==> config.mk <==
export PLATFORM = sky130hd
export DESIGN_NAME = imem_line_loader
export DESIGN_NICKNAME = d
export VERILOG_FILES = /design/src/rtl/imem_line_loader.sv
export SDC_FILE = /design/constraint.sdc
export NUM_CORES = 1
export LEC_CHECK = 0
export CORE_UTILIZATION = 50
export CTS_CLUSTER_DIAMETER = 100
export DETAILED_ROUTE_END_ITERATION = 6
export GPL_ROUTABILITY_DRIVEN = 0
export PLACE_DENSITY = 0.75
export SYNTH_ARGS = -nofsm -noshare
export SYNTH_HDL_FRONTEND = slang
export SYNTH_SLANG_ARGS = --single-unit
==> constraint.sdc <==
create_clock -name clock -period 4.7 [get_ports clock]
set_clock_uncertainty 0.2 [all_clocks]
set_input_delay 1.41 -clock clock [delete_from_list [all_inputs] [get_ports clock]]
set_output_delay 1.41 -clock clock [all_outputs]
set_load 0.02 [all_outputs]
==> src/rtl/imem_line_loader.sv <==
// Packs 48-bit instruction words five to a line and writes each line to the
// instruction memory's wide port at consecutive line addresses.
module imem_line_loader #(
    parameter int                WORD_W         = 48,
    parameter int                WORDS_PER_LINE = 5,
    parameter int                ADDR_W         = 8,
    parameter logic [WORD_W-1:0] PAD_WORD       = '0
) (
    input  logic                               clock,
    input  logic                               reset,
    input  logic                               start,
    input  logic [ADDR_W-1:0]                  base_addr,
    input  logic                               in_valid,
    output logic                               in_ready,
    input  logic [WORD_W-1:0]                  in_data,
    input  logic                               in_last,
    output logic                               iMem_WEPin,
    output logic [ADDR_W-1:0]                  WEAddress,
    output logic [WORD_W*WORDS_PER_LINE-1:0]   idataWrite,
    output logic                               busy,
    output logic                               done,
    output logic                               overflow,
    output logic [ADDR_W:0]                    lines_written
);

    localparam int LINE_W = WORD_W * WORDS_PER_LINE;
    localparam int SLOT_W = (WORDS_PER_LINE > 1) ? $clog2(WORDS_PER_LINE) : 1;

    typedef enum logic [1:0] {
        S_IDLE  = 2'd0,
        S_FILL  = 2'd1,
        S_WRITE = 2'd2,
        S_DONE  = 2'd3
    } state_t;

    state_t              r_state;
    state_t              w_state_nxt;

    logic [SLOT_W-1:0]   r_slot;
    logic [LINE_W-1:0]   r_line;
    logic [ADDR_W-1:0]   r_addr;
    logic                r_closed_last;
    logic                r_in_ready;
    logic                r_we;
    logic [ADDR_W-1:0]   r_we_addr;
    logic [LINE_W-1:0]   r_we_data;
    logic                r_busy;
    logic                r_done;
    logic                r_overflow;
    logic [ADDR_W:0]     r_lines;

    logic                w_hs;
    logic                w_slot_full;
    logic                w_close;
    logic                w_addr_max;
    logic [LINE_W-1:0]   w_pad_line;
    logic [LINE_W-1:0]   w_line_merged;

    assign w_pad_line  = {WORDS_PER_LINE{PAD_WORD}};
    assign w_hs        = in_valid && r_in_ready;
    assign w_slot_full = (r_slot == SLOT_W'(WORDS_PER_LINE - 1));
    assign w_close     = w_hs && (w_slot_full || in_last);
    assign w_addr_max  = (r_addr == {ADDR_W{1'b1}});

    // Current line with the incoming word dropped into its slot; this is what
    // gets written when the handshake closes the line.
    always_comb begin
        w_line_merged = r_line;
        for (int i = 0; i < WORDS_PER_LINE; i++) begin
            if (r_slot == SLOT_W'(i)) begin
                w_line_merged[i*WORD_W +: WORD_W] = in_data;
            end
        end
    end

    always_comb begin
        w_state_nxt = r_state;
        case (r_state)
            S_IDLE:  if (start) w_state_nxt = S_FILL;
            S_FILL:  if (w_close) w_state_nxt = S_WRITE;
            S_WRITE: w_state_nxt = (r_closed_last || w_addr_max) ? S_DONE : S_FILL;
            S_DONE:  w_state_nxt = S_IDLE;
            default: w_state_nxt = S_IDLE;
        endcase
    end

    always_ff @(posedge clock) begin
        if (reset) begin
            r_state <= S_IDLE;
        end else begin
            r_state <= w_state_nxt;
        end
    end

    always_ff @(posedge clock) begin
        if (reset) begin
            r_slot        <= '0;
            r_line        <= w_pad_line;
            r_addr        <= '0;
            r_closed_last <= 1'b0;
            r_in_ready    <= 1'b0;
            r_we          <= 1'b0;
            r_we_addr     <= '0;
            r_we_data     <= '0;
            r_busy        <= 1'b0;
            r_done        <= 1'b0;
            r_overflow    <= 1'b0;
            r_lines       <= '0;
        end else begin
            // Control outputs decode the upcoming state so they line up with it.
            r_in_ready <= (w_state_nxt == S_FILL);
            r_we       <= (w_state_nxt == S_WRITE);
            r_done     <= (w_state_nxt == S_DONE);
            r_busy     <= (w_state_nxt == S_FILL) || (w_state_nxt == S_WRITE);

            case (r_state)
                S_IDLE: begin
                    if (start) begin
                        r_addr     <= base_addr;
                        r_overflow <= 1'b0;
                        r_lines    <= '0;
                        r_slot     <= '0;
                        r_line     <= w_pad_line;
                    end
                end
                S_FILL: begin
                    if (w_hs) begin
                        r_line <= w_line_merged;
                        if (w_close) begin
                            r_closed_last <= in_last;
                            r_we_addr     <= r_addr;
                            r_we_data     <= w_line_merged;
                        end else begin
                            r_slot <= r_slot + 1'b1;
                        end
                    end
                end
                S_WRITE: begin
                    r_lines <= r_lines + 1'b1;
                    if (!r_closed_last) begin
                        // Line 255 filled with more program pending: stop, never wrap.
                        if (w_addr_max) begin
                            r_overflow <= 1'b1;
                        end else begin
                            r_addr <= r_addr + 1'b1;
                            r_slot <= '0;
                            r_line <= w_pad_line;
                        end
                    end
                end
                default: ;
            endcase
        end
    end

    assign in_ready      = r_in_ready;
    assign iMem_WEPin    = r_we;
    assign WEAddress     = r_we_addr;
    assign idataWrite    = r_we_data;
    assign busy          = r_busy;
    assign done          = r_done;
    assign overflow      = r_overflow;
    assign lines_written = r_lines;

endmodule

==> results <==
- Setup violations remaining at the end of the flow were counted as 0.
- The main flop type after synthesis is sky130_fd_sc_hd__dfxtp_1.
- The root buffer cell is sky130_fd_sc_hd__clkbuf_16.
- The run finished, with violations left.
- The antenna cell count is 0.
- TritonCTS built the clock tree.
- The synthesis-to-finish area growth is 22.2%.
- The average size of a mapped cell is 8.56 sq um.
- Power comes to 8.99 mW.
- The region available for standard cell placement spans about 41000 sq um.
- The final setup TNS is 0 ps.
- Yosys printed 0 warnings.
- The synthesized netlist occupies a cell area of 20900 sq um.
- The final number of max-transition violations is 0.
- The worst setup path is launched from an input port.
- The number of nets with antenna violations after routing is 0.
- The number of nets produced by synthesis is 2510.
- After global routing the overflow that remains totals 0.
- During placement, the flow inserted port buffers numbering roughly 320.
- In this run the power density over the cells is 352 nW/um^2.
- Measured on the finished design, the core utilization comes to 0.622.
- The count of TritonRoute iterations in the first routing pass is 7.
- The transition time at the pin with the least slew margin is 1180 ps.
- The checks that failed: design-rule violations.
- Clock latency on the worst-skew pair, taken at its later pin, is 600 ps.
- The residual DRC count is 38.
- After detailed routing, the total wire length is 64.3 mm.
- The total instance count after detailed placement is between 3000 and 4000.
- The path class of the tightest hold or removal check is flop to flop.
- The capture endpoint of the worst hold path is WEAddress[4].
- From left edge to right edge, the die measures 206 microns.
- The library cells used most frequently in the layout, excluding fill and tap cells, are sky130_fd_sc_hd__nand2_1 (657), sky130_fd_sc_hd__dfxtp_1 (516), sky130_fd_sc_hd__clkdlybuf4s50_1 (321), sky130_fd_sc_hd__nor2_1 (263), sky130_fd_sc_hd__a311oi_1 (243).
- The delay of the slowest cell on the worst path is slightly above 900 ps.
- The analysis attributes to cell leakage a power of 7.64 nW.
- In this run the count of I/O pins placed on the die edge is approximately 320.
- For this block, the initial DRC count from the detailed router was 2249.
- The effective utilization at floorplan is 0.509.
- The net count of the finished layout is 2630.
- The floorplan step set the die height to around 210 microns.
- The CTS sink count is 516.
- The required time of the critical path is 5040 ps.
- The launch instance of the worst min-delay path is WEAddress[4].
- In this run, CTS created clock tree buffers numbering 51.
- After clock tree synthesis, the clock-pin slew on the worst setup and hold paths is about 60 ps.
- Detailed placement finished with a half-perimeter wire length of between 30 and 40 mm.
- Measured against its own limit, the worst slew margin works out to 0.211.
- The number of cells on the worst hold path is 2.
- The most frequent standard cell in the layout excluding fill and tap cells is sky130_fd_sc_hd__nand2_1.
- In the synthesized netlist the async set-or-reset flop fraction comes to 0.
- Synthesis produced ~2400 cells.
- The share of final-layout standard cells stronger than drive strength 1 is 0.0532.
- Counting distinct cell types in the post-synthesis netlist gives 56.
- The count of instances resized after the clock tree is built is 0.
- The kind of critical path is input port to flop.
- The die covers 42600 sq um.
- Yosys mapped a number of flops with a built-in enable equal to 0.
- The number of register bits inferred by synthesis is approximately 520.
- The maximum number of pins on one net before global-route repair is around 160.
- Setup repair after global routing left no endpoint under its margin.
- In the final routed layout, each cell accounts on average for 20.6 microns.
- The via count of the first global-routing pass is 17536.
- CTS built an H-tree with a depth of 2.
- Along the worst path, the maximum fanout reaches 30.
- The placed instances occupy a cell area of between 20000 and 25000 sq um.
- The worst register-to-register path has a depth of 5.
- After floorplanning, the core was divided into 74 placement rows.
- The number of cells in the finished layout apart from fillers is 3124.
- The final standard cell area without fillers is between 20000 and 30000 sq um.
- The number of buffers added for setup after CTS is 0.
- Max-cap violations in this run came to 0.
- Setup slack on the worst reg-to-reg path comes out at 1440 ps.
- The category of the worst setup path capture point is a flop.
- After clock tree synthesis, the flow added hold-fix buffers numbering 0.
- The worst-path cell with the longest stage delay is sky130_fd_sc_hd__o211a_2.
- The maximum clock rate is 276 MHz.
- The worst register-to-register path ends at r_line[159].
- The startpoint of the worst-slack reg-to-reg timing path is r_state[1].
- The initial antenna violation count came to 0.
- Using the TritonRoute via totals, the vias-per-cell ratio works out to 6.19.
- Across every metal layer, demand over resource in global routing totals 0.294.
- The maximum number of buffers from clock root to sink is 3.
- The share of the clock period used by the worst path is 0.772.
- The data arrival time of the critical path is just under 4000 ps.
- Traced cell by cell, the critical path runs through clkdlybuf4s50_1, nand3_1, a21o_1, o211a_2, buf_4, a22o_1.
- The number of failing hold endpoints at the final stage is 0.
- The total vias in the final route is 19333.
- The global-route wire length before repair is 98.8 mm.
- The worst vdd rail ir drop is 0.257 mV.
- The final critical delay including setup and external delays is 3630 ps.
- The post-synthesis sequential area ratio is 0.495.
## cell type report
type / instances / area [sq um]
Tap cell: 532 / 666
Clock buffer: 73 / 1430
Sequential cell: 516 / 10300
Inverter: 8 / 35.0
Multi-Input combinational cell: 1625 / 9370
Fill cell: 3436 / 15500
Timing Repair Buffer: 357 / 3590
Clock inverter: 13 / 101
## flip-flops by register name, indices dropped and copies added (netlist names)
| signal | cells |
|---|---|
| idataWrite | 240 |
| r_line | 240 |
| lines_written | 9 |
| WEAddress | 8 |
| r_addr | 8 |
| r_slot | 3 |
| r_state | 2 |
| busy | 1 |
| done | 1 |
| iMem_WEPin | 1 |
| in_ready | 1 |
| overflow | 1 |
| r_closed_last | 1 |
## routing by layer
layer  track usage  part of all wire  vias up
met5             0                 0        -
met4         0.102             0.025        0
met3        0.0397             0.082      106
met2         0.463              0.46      903
met1         0.412              0.44     9337
li1              -                 -     8987
## power by group
group	leakage [nW]	switching, mW	internal [mW]
Combinational	2.72	0.454	0.210
Sequential	4.16	0.0436	4.43
Clock	0.759	1.70	2.16
## worst max-delay path, delay by kind of cell
family | cells | cell delay (ps)
AND/OR/NAND/NOR | 1 | 110
buffers and inverters | 2 | 860
AO/OA/AOI/OAI | 3 | 1560
## how the worst max path moves through the flow
| stage | slack (ps) | startpoint | cells past startpoint | endpoint |
|---|---|---|---|---|
| final | 1070 | in_valid | 6 | r_line[221] |
| after global routing | 970 | in_valid | 6 | r_line[218] |
| after CTS | 1140 | in_valid | 6 | r_line[227] |
| after detailed placement | 520 | in_valid | 6 | r_line[227] |
| after global placement | 620 | in_valid | 6 | r_line[226] |
| after floorplan | 1820 | in_last | 8 | done |
## cell families after synthesis
family | count (synthesis) | synth area share
AOI/OAI and AO/OA | 589 | 0.229
adders and majority gates | 10 | 0.00599
and+or+nand+nor | 972 | 0.182
DFF | 516 | 0.495
buffers and inverters | 298 | 0.0623
muxes | 54 | 0.0262
## per-stage QoR
step / setup WS, ps / hold WS (ps)
after floorplan: 1820 / 241
after global placement: 615 / 246
after detailed placement: 519 / 249
after CTS: 1140 / 257
after global routing: 969 / 273
final: 1070 / 254
## synth_stat cells, types with 2 or more instances
| library cell | count | area share |
|---|---|---|
| sky130_fd_sc_hd__nand2_1 | 662 | 0.12 |
| sky130_fd_sc_hd__dfxtp_1 | 516 | 0.49 |
| sky130_fd_sc_hd__nor2_1 | 263 | 0.047 |
| sky130_fd_sc_hd__a311oi_1 | 243 | 0.10 |
| sky130_fd_sc_hd__clkbuf_1 | 159 | 0.029 |
| sky130_fd_sc_hd__o32ai_1 | 146 | 0.061 |
| sky130_fd_sc_hd__buf_2 | 79 | 0.019 |
| sky130_fd_sc_hd__a21oi_1 | 73 | 0.017 |
| sky130_fd_sc_hd__a211oi_1 | 51 | 0.018 |
| sky130_fd_sc_hd__mux2i_1 | 49 | 0.023 |
| sky130_fd_sc_hd__a22o_1 | 48 | 0.020 |
| sky130_fd_sc_hd__buf_1 | 31 | 0.0056 |
| sky130_fd_sc_hd__buf_4 | 20 | 0.0072 |
| sky130_fd_sc_hd__ha_1 | 10 | 0.0060 |
| sky130_fd_sc_hd__nand3_1 | 8 | 0.0019 |
| sky130_fd_sc_hd__inv_1 | 7 | 0.0013 |
| sky130_fd_sc_hd__nor2b_1 | 7 | 0.0021 |
| sky130_fd_sc_hd__mux2_2 | 4 | 0.0022 |
| sky130_fd_sc_hd__nand2b_1 | 4 | 0.0012 |
| sky130_fd_sc_hd__o21ai_0 | 4 | 0.00096 |
| sky130_fd_sc_hd__nor3_1 | 3 | 0.00072 |
| sky130_fd_sc_hd__o21ai_1 | 3 | 0.00072 |
| sky130_fd_sc_hd__o311ai_0 | 3 | 0.0013 |
| sky130_fd_sc_hd__o31ai_1 | 3 | 0.0011 |
| sky130_fd_sc_hd__a21o_1 | 2 | 0.00072 |
| sky130_fd_sc_hd__a21oi_2 | 2 | 0.00084 |
| sky130_fd_sc_hd__a22oi_1 | 2 | 0.00072 |
| sky130_fd_sc_hd__a31oi_1 | 2 | 0.00060 |
| sky130_fd_sc_hd__and2_1 | 2 | 0.00060 |
| sky130_fd_sc_hd__and4b_1 | 2 | 0.00096 |
| sky130_fd_sc_hd__nand4_1 | 2 | 0.00060 |
| sky130_fd_sc_hd__nor4_1 | 2 | 0.00060 |
| sky130_fd_sc_hd__o211a_1 | 2 | 0.00096 |
| sky130_fd_sc_hd__or3_1 | 2 | 0.00060 |
| sky130_fd_sc_hd__or4_1 | 2 | 0.00072 |
Note: power is estimated with default switching activity, not from simulation.
